[src/rtl/m_axis_rc_adapt_x8.sv]
// UltraScale+ RC completion beats -> legacy 3-DW-header completion TLP stream.
// Two-entry input skid FIFO, registered output stage, descriptor remap and dword-count check.
module m_axis_rc_adapt_x8 #(
    parameter int DATA_WIDTH = 256,
    parameter int KEEP_WIDTH = DATA_WIDTH/8
) (
    input  logic                  user_clk,
    input  logic                  user_reset_n,
    input  logic [DATA_WIDTH-1:0] m_axis_rc_tdata,
    input  logic [7:0]            m_axis_rc_tkeep,
    input  logic                  m_axis_rc_tlast,
    input  logic [74:0]           m_axis_rc_tuser,
    input  logic                  m_axis_rc_tvalid,
    output logic                  m_axis_rc_tready,
    output logic [DATA_WIDTH-1:0] m_axis_rc_tdata_a,
    output logic [KEEP_WIDTH-1:0] m_axis_rc_tkeep_a,
    output logic                  m_axis_rc_tlast_a,
    output logic [3:0]            m_axis_rc_tuser_a,
    output logic                  m_axis_rc_tvalid_a,
    input  logic                  m_axis_rc_tready_a,
    output logic                  rc_len_err,
    output logic [15:0]           rc_err_cnt
);

    // state    | meaning
    // ST_FIRST | next popped beat carries the RC descriptor
    // ST_BODY  | next popped beat is payload of the current packet
    typedef enum logic {ST_FIRST, ST_BODY} state_t;

    state_t state_q, state_d;

    logic [DATA_WIDTH-1:0] fifo_data [2];
    logic [7:0]            fifo_keep [2];
    logic [1:0]            fifo_last;
    logic [1:0]            fifo_disc;
    logic                  wr_ptr, rd_ptr;
    logic [1:0]            occ, occ_next;
    logic                  push, pop;

    logic [DATA_WIDTH-1:0] h_data;
    logic [95:0]           desc;
    logic [7:0]            h_keep;
    logic                  h_last, h_disc, is_first;
    logic [10:0]           dwc, rem_q, rem_d, rem_cur, cap;
    logic                  err_seen_q, err_seen_d, mismatch, len_err_d;
    logic                  ep_q, ep_d, rcmp_q, rcmp_d;
    logic [31:0]           dw0, dw1, dw2;
    logic [DATA_WIDTH-1:0] data_d;
    logic [KEEP_WIDTH-1:0] keep_d;
    logic [3:0]            user_d;
    logic                  tuser_unused;

    assign tuser_unused = &{1'b0, m_axis_rc_tuser[74:43], m_axis_rc_tuser[41:0]};

    assign push = m_axis_rc_tvalid && m_axis_rc_tready;
    assign pop  = (occ != 2'd0) && (!m_axis_rc_tvalid_a || m_axis_rc_tready_a);

    always_comb begin
        occ_next = occ;
        if (push && !pop)
            occ_next = occ + 2'd1;
        else if (pop && !push)
            occ_next = occ - 2'd1;
    end

    always_ff @(posedge user_clk) begin
        if (push) begin
            fifo_data[wr_ptr] <= m_axis_rc_tdata;
            fifo_keep[wr_ptr] <= m_axis_rc_tkeep;
        end
    end

    always_ff @(posedge user_clk or negedge user_reset_n) begin
        if (!user_reset_n) begin
            wr_ptr           <= 1'b0;
            rd_ptr           <= 1'b0;
            occ              <= 2'd0;
            fifo_last        <= 2'b00;
            fifo_disc        <= 2'b00;
            m_axis_rc_tready <= 1'b0;
        end else begin
            if (push) begin
                fifo_last[wr_ptr] <= m_axis_rc_tlast;
                fifo_disc[wr_ptr] <= m_axis_rc_tuser[42];
                wr_ptr            <= ~wr_ptr;
            end
            if (pop)
                rd_ptr <= ~rd_ptr;
            occ              <= occ_next;
            m_axis_rc_tready <= (occ_next < 2'd2);
        end
    end

    assign h_data   = fifo_data[rd_ptr];
    assign h_keep   = fifo_keep[rd_ptr];
    assign h_last   = fifo_last[rd_ptr];
    assign h_disc   = fifo_disc[rd_ptr];
    assign desc     = h_data[95:0];
    assign is_first = (state_q == ST_FIRST);
    assign dwc      = desc[42:32];

    // A 1024-dword completion encodes its length field as 0 by truncation.
    assign dw0 = {(dwc != 11'd0) ? 3'b010 : 3'b000, desc[29] ? 5'b01011 : 5'b01010,
                  1'b0, desc[91:89], 4'b0000, 1'b0, desc[46], desc[93:92], 2'b00, dwc[9:0]};
    assign dw1 = {desc[87:72], desc[45:43], 1'b0, desc[27:16]};
    assign dw2 = {desc[63:48], desc[71:64], 1'b0, desc[6:0]};

    always_comb begin
        state_d    = state_q;
        rem_d      = rem_q;
        err_seen_d = err_seen_q;
        ep_d       = ep_q;
        rcmp_d     = rcmp_q;
        len_err_d  = 1'b0;
        rem_cur    = is_first ? dwc : rem_q;
        cap        = is_first ? 11'd5 : 11'd8;
        mismatch   = h_last ? (rem_cur > cap) : (rem_cur <= cap);
        data_d     = is_first ? {h_data[DATA_WIDTH-1:96], dw2, dw1, dw0} : h_data;
        user_d     = {is_first, is_first ? desc[30] : rcmp_q, is_first ? desc[46] : ep_q, h_disc};
        keep_d     = '0;
        for (int i = 0; i < 8; i++)
            keep_d[4*i +: 4] = {4{h_keep[i]}};
        if (pop) begin
            // Only the first mismatch of a packet is reported.
            len_err_d  = mismatch && !(err_seen_q && !is_first);
            err_seen_d = !h_last && (len_err_d || (err_seen_q && !is_first));
            rem_d      = (rem_cur > cap) ? rem_cur - cap : 11'd0;
            state_d    = h_last ? ST_FIRST : ST_BODY;
            if (is_first) begin
                ep_d   = desc[46];
                rcmp_d = desc[30];
            end
        end
    end

    always_ff @(posedge user_clk or negedge user_reset_n) begin
        if (!user_reset_n) begin
            state_q            <= ST_FIRST;
            rem_q              <= 11'd0;
            err_seen_q         <= 1'b0;
            ep_q               <= 1'b0;
            rcmp_q             <= 1'b0;
            m_axis_rc_tvalid_a <= 1'b0;
            m_axis_rc_tdata_a  <= '0;
            m_axis_rc_tkeep_a  <= '0;
            m_axis_rc_tlast_a  <= 1'b0;
            m_axis_rc_tuser_a  <= 4'd0;
            rc_len_err         <= 1'b0;
            rc_err_cnt         <= 16'd0;
        end else begin
            state_q    <= state_d;
            rem_q      <= rem_d;
            err_seen_q <= err_seen_d;
            ep_q       <= ep_d;
            rcmp_q     <= rcmp_d;
            rc_len_err <= len_err_d;
            if (len_err_d && rc_err_cnt != 16'hFFFF)
                rc_err_cnt <= rc_err_cnt + 16'd1;
            if (pop) begin
                m_axis_rc_tvalid_a <= 1'b1;
                m_axis_rc_tdata_a  <= data_d;
                m_axis_rc_tkeep_a  <= keep_d;
                m_axis_rc_tlast_a  <= h_last;
                m_axis_rc_tuser_a  <= user_d;
            end else if (m_axis_rc_tready_a) begin
                m_axis_rc_tvalid_a <= 1'b0;
            end
        end
    end

endmodule

[config.mk]
export PLATFORM = sky130hd
export DESIGN_NAME = m_axis_rc_adapt_x8
export DESIGN_NICKNAME = d
export VERILOG_FILES = /design/src/rtl/m_axis_rc_adapt_x8.sv
export SDC_FILE = /design/constraint.sdc
export NUM_CORES = 1
export LEC_CHECK = 0
export CAP_MARGIN = 10
export CORE_MARGIN = 2
export CORE_UTILIZATION = 51
export DETAILED_ROUTE_END_ITERATION = 7
export PLACE_DENSITY = 0.79
export SYNTH_ARGS = -nofsm -noshare
export SYNTH_HDL_FRONTEND = slang
export SYNTH_SLANG_ARGS = --single-unit
export TNS_END_PERCENT = 100
[constraint.sdc]
create_clock -name user_clk -period 17.25 [get_ports user_clk]
set_input_delay 3.45 -clock user_clk [delete_from_list [all_inputs] [get_ports user_clk]]
set_output_delay 3.45 -clock user_clk [all_outputs]
set_load 0.005 [all_outputs]
Yosys cells after proc, flatten, opt, wreduce, memory -nomap -nowiden --
Memories as Yosys holds them, arrays and structs flattened. Cells that the tools add are included.
Storage, ports and cells: flip-flop bits (word level) 332, bits in latches 0, RAM bits 528, ROM bits 0, bits of input ports 344, output and inout bits 312, logic and storage cells 78, memories kept 2
Operators by class: add/sub/neg operators 4, multiply operators 0, div/mod/pow operators 0, magnitude comparators 6, equal/unequal tests 1, shifts and indexed selects 0, multiplexer cells 25, bitwise operators 3, reductions and logical operators 19
Memories:
- fifo_data | words 2, width 256, read ports 1, clocked after memory_dff 0, wr ports 1, line 32 | logic [DATA_WIDTH-1:0] fifo_data [2];
- fifo_keep | words 2, width 8, read ports 1, clocked after memory_dff 0, wr ports 1, line 33 | logic [7:0] fifo_keep [2];
Operators by type and width (count):
- 96-bit two-way mux | 1
- 11-bit two-way mux | 2
- 16-bit by 1-bit adder with 16-bit output, second input constant | 1
- 16-bit inequality test, second input constant | 1
- 1-bit two-way mux | 15
- 11-bit by 4-bit > comparator with 1-bit output | 1
- 11-bit by 4-bit less-or-equal comparator with 1-bit output | 1
- 11-bit nonzero test | 1
- 11-bit by 4-bit subtractor with 11-bit output | 1
- 1-bit logical AND | 9
- 2-bit two-way mux | 3
- 1-bit logical NOT | 5
- 2-bit bitwise mux | 2
- 1-bit by 2-bit less-than comparator with 1-bit output, second input constant | 2
- 4-bit two-way mux | 1
- 2-bit nonzero test | 2
- 1-bit NOT | 3
- 2-bit by 1-bit adder with 2-bit output, second input constant | 1
- 1-bit logical OR | 2
- 2-bit less-than comparator, second input constant | 1
- 2-bit by 1-bit subtractor with 2-bit output, second input constant | 1
- 1-bit demux with 1-bit select | 1
- 1-bit >= comparator, second input constant | 1

Depth between registers and ports, before layout --
depth after elaboration 7, depth in mapped cells 14, gate-level depth less buffers 11

Worst setup path after synthesis --
No wires, ideal clock.
path kind input port to flip-flop, from in m_axis_rc_tvalid, to reg fifo_disc[0], data arrival time 16064 ps, slack 1062 ps, cell stages on the path 3, path through nand2_1 nor2_1 mux2_2
On the way: longest elaborated chain between the ends 1
RTL lines:
- from (decl) | line 13 | input logic m_axis_rc_tvalid,
- 1-bit logical AND | line 55 | assign push = m_axis_rc_tvalid && m_axis_rc_tready;
- to (signal, indexed assignment) | line 84 | fifo_disc[wr_ptr] <= m_axis_rc_tuser[42];
- to (decl) | line 35 | logic [1:0] fifo_disc;
Every way passes these cells. A chain may end at the register's enable or synchronous reset.

Worst setup path after layout --
from in m_axis_rc_tvalid, to mem fifo_data[0][211], enable pin
On the way: longest elaborated chain between the ends 3
RTL lines:
- 1-bit logical AND | line 55
- 1-bit two-way mux | line 67 | if (push) begin
- 1-bit two-way mux (implied by the code) | line 68 | fifo_data[wr_ptr] <= m_axis_rc_tdata;
- to (decl) | line 32
Every way passes these cells.

==> out/summary.txt <==
========================================================================================================
Outcome                                                                                     finished, final reports clean
Fraction of final layout cells with drive strength greater than 1                                  8.65%
Total of cells resized after clock tree synthesis                                                      0
# nets final                                                                                        2985
Worst hold slack after final layout                                                             0.472 ns
Area share of the largest cell type after synthesis                                                49.9%
Port Buffers                                                                                         581
Reported max-cap violation count                                                                       0
Total track usage                                                                                  23.8%
Dpl hpwl                                                                                        50200 µm
Cell types occupying the most area after synthesis                                          sky130_fd_sc_hd__edfxtp_1, sky130_fd_sc_hd__dfrtp_1, sky130_fd_sc_hd__mux2i_1
CTS max path bufs                                                                                      3
Antenna Violating Nets Remaining                                                                       0
Netlist area before placement                                                                  31800 µm²
DR WL/cell                                                                                       21.8 µm
Remaining Overflow, GRT                                                                                0
Per-cell via count in the routed design                                                             5.41
Yosys synthesis warning count                                                                          0
Die area                                                                                       64300 µm²
DR top layer                                                                                        met5
Met2 layer wire length in the routed design                                                     39100 µm
Number of fill cells in the layout                                                                  4141
First-pass detailed-route iteration total                                                              5
Height of the chip                                                                                254 µm
Worst EP required                                                                               17.48 ns
DRC violations left                                                                                    0
Width of the die                                                                                  254 µm
Met1 Routed Length                                                                              28400 µm
First-pass GRT wire length                                                                     116000 µm
Initial Utilization                                                                                51.6%
Inserted Clock Buffers                                                                                84
Most instantiated flip-flop cell in the synthesis netlist                                   sky130_fd_sc_hd__edfxtp_1
Sequential fraction of the synthesis area                                                          74.3%
Total routed wirelength                                                                         77500 µm
RSZ-0062 raised after global routing                                                               false
Pins Over Slew Limit                                                                                   0
Slack of the worst reg-to-reg path                                                              13.19 ns
Antenna violations before repair                                                                      24
Sequential cell area in the final layout                                                       23600 µm²
Number of unique standard cell types used by synthesis                                                59
Total via count in the routed design                                                               19200
Static leakage                                                                                 0.0159 µW
RD Place Congestion                                                                                0.856
Post-synth ARST share                                                                              36.9%
Setup TNS                                                                                           0 ns
Crit Path Max Fanout                                                                                  71
Clock H-tree levels                                                                                    3
Core Region                                                                                    61600 µm²
Hold bufs inserted after CTS                                                                           0
Pin slew with the least headroom to its limit                                                    1.18 ns
Most frequent standard cell in the layout excluding fill and tap cells                      sky130_fd_sc_hd__clkdlybuf4s50_1
CTS tree                                                                                            done
Largest net degree at the start of global routing                                                    253
Detailed router's first-iteration violation count                                                   1463
Mean area per synthesized cell                                                                  15.2 µm²
Peak clock frequency supported by timing                                                       0.150 GHz
Number of setup violations in the final report                                                         0
Number of global-route vias before repair                                                          20200
Syn Inst Count                                                                                      2086
Commonest non-fill, non-tap cells in the layout                                             sky130_fd_sc_hd__clkdlybuf4s50_1, sky130_fd_sc_hd__edfxtp_1, sky130_fd_sc_hd__nand2_1, sky130_fd_sc_hd__dfrtp_1, sky130_fd_sc_hd__mux2i_1
Number of clock sinks                                                                                837
Met3 wire length                                                                                 6430 µm
Worst IR drop on VDD                                                                          0.000153 V
P&R area growth vs syn                                                                             29.0%
Clk_skew                                                                                       0.0213 ns
Post-route insts no fill                                                                            3557
Hold Crit Class                                                                             flip-flop to flip-flop
Latest clock arrival within the worst-skew pair                                                  0.62 ns
Number of flops mapped to enable cells by yosys                                                      528
Placed cell count                                                                                   3385
Total area of multi-input combinational cells                                                   7510 µm²
Max transition margin                                                                              21.4%
Critical path capture point type                                                               flip-flop
CP arrival                                                                                       6.90 ns
Final hold viol count                                                                                  0
Cell area power density                                                                       180 nW/µm²
Biggest area consumer among synthesized cells                                               sky130_fd_sc_hd__edfxtp_1
Num rows                                                                                              91
Startpoint Class                                                                               input pin
Overall power after layout                                                                       7380 µW
I/O pin count                                                                                        656
Number of storage elements in the synthesis netlist                                                  837
Post-CTS clock slew at the launch and capture registers of the worst setup and hold paths        0.06 ns
Final worst path period need                                                                     6.67 ns
Final Cycle Share                                                                                  38.7%
Clock Tree Root                                                                             sky130_fd_sc_hd__clkbuf_16
Number of nets produced by synthesis                                                                2437
Number of buffers inserted by post-CTS setup repair                                                    0
Critical path class                                                                         input pin to flip-flop
========================================================================================================
-- area by class of cell --
cell class	count	share of cell area [%]
timing repair buffer	598	14.6
inverter	11	0.107
clock inverter	36	0.751
tap	837	2.56
clock buffer	120	5.98
multi-input combinational	1102	18.3
sequential	837	57.6
antenna	16	0.0977
-- critical path, stage by stage --
cell and delay [ns]:
sky130_fd_sc_hd__clkdlybuf4s50_1 0.49, sky130_fd_sc_hd__nand2_1 0.17, sky130_fd_sc_hd__nor2_4 0.12, sky130_fd_sc_hd__buf_4 0.72, sky130_fd_sc_hd__buf_4 0.89, sky130_fd_sc_hd__buf_4 0.92
-- report_power, final --
group / total, µW / leakage, µW / internal [µW] / switching (µW)
clock: 1790 / 0.00137 / 1050 / 742
combinational: 2520 / 0.00587 / 1220 / 1300
sequential: 3070 / 0.00864 / 2760 / 311
-- metrics by stage --
step	area, µm²	setup slack (ns)	utilization [%]
5_1_grt	41000	10.36	66.5
6_report	41000	10.58	66.5
2_1_floorplan	31800	1.06	-
4_1_cts	40900	10.57	66.5
3_5_place_dp	38200	9.94	62.0
3_3_place_gp	38200	9.99	62.0
-- routing by layer --
metal / vias up / global-route usage [%]
met5: - / 0
met2: 667 / 39.8
met4: 14 / 12.1
met3: 181 / 7.47
li1: 8708 / -
met1: 9665 / 27.9
-- cells by family (layout without fill, tap and decap cells) --
group	after synthesis	count (layout)	synth area share [%]
AND/OR/NAND/NOR	508	508	6.74
multiplexers	284	284	11.0
AO/OA/AOI/OAI	277	277	4.85
other	0	16	0
XOR/XNOR	26	26	0.717
buffers and inverters	147	765	2.15
flip-flops	837	837	74.3
adder cells (fa/ha/maj)	7	7	0.276
-- cell usage after synthesis, types with 3 or more instances --
master                     number
sky130_fd_sc_hd__dfrtp_1      309
sky130_fd_sc_hd__or4_1          3
sky130_fd_sc_hd__a211oi_1       4
sky130_fd_sc_hd__o31ai_1       21
sky130_fd_sc_hd__nand3_1       10
sky130_fd_sc_hd__clkbuf_1      73
sky130_fd_sc_hd__nor2b_1        4
sky130_fd_sc_hd__nor3_1         9
sky130_fd_sc_hd__o211ai_1       6
sky130_fd_sc_hd__nand2b_1       6
sky130_fd_sc_hd__ha_1           7
sky130_fd_sc_hd__nor2_1        31
sky130_fd_sc_hd__mux2i_2        5
sky130_fd_sc_hd__buf_1         23
sky130_fd_sc_hd__nand2_1      411
sky130_fd_sc_hd__mux2_4         3
sky130_fd_sc_hd__nor4_1         6
sky130_fd_sc_hd__and2_1         3
sky130_fd_sc_hd__and4_1         3
sky130_fd_sc_hd__a31oi_1        3
sky130_fd_sc_hd__and3_1         5
sky130_fd_sc_hd__o21ai_0      205
sky130_fd_sc_hd__xnor2_1       11
sky130_fd_sc_hd__mux2_2        15
sky130_fd_sc_hd__buf_4         27
sky130_fd_sc_hd__inv_1          9
sky130_fd_sc_hd__edfxtp_1     528
sky130_fd_sc_hd__mux4_2        47
sky130_fd_sc_hd__a21oi_1       19
sky130_fd_sc_hd__buf_2         11
sky130_fd_sc_hd__a22o_1         6
sky130_fd_sc_hd__xor2_1        15
sky130_fd_sc_hd__nand4_1        4
sky130_fd_sc_hd__mux2i_1      211
-- flip-flops by register name (all words and copies together) (netlist names) --
register / cells
m_axis_rc_tdata_a: 256
m_axis_rc_tlast_a: 1
rem_q: 11
fifo_disc: 2
m_axis_rc_tready: 1
err_seen_q: 1
rd_ptr: 1
fifo_data: 512
wr_ptr: 1
rc_err_cnt: 16
fifo_keep: 16
fifo_last: 2
m_axis_rc_tuser_a: 4
state_q: 1
rc_len_err: 1
occ: 2
m_axis_rc_tvalid_a: 1
m_axis_rc_tkeep_a: 8
-- worst paths after layout --
kind	start	endpoint	cells after the start
max	m_axis_rc_tvalid	fifo_data[0][211]$_DFFE_PP_	6
min	rem_q[0]$_DFFE_PN0P_	rem_q[0]$_DFFE_PN0P_	2
max reg2reg	rd_ptr$_DFFE_PN0P_	rc_err_cnt[1]$_DFFE_PN0P_	10
min in group asynchronous	user_reset_n	m_axis_rc_tdata_a[31]$_DFFE_PN0P_	1
min reg2reg	rem_q[0]$_DFFE_PN0P_	rem_q[0]$_DFFE_PN0P_	2
max in group asynchronous	user_reset_n	m_axis_rc_tdata_a[213]$_DFFE_PN0P_	2
Power figures use the tool's default switching activity.
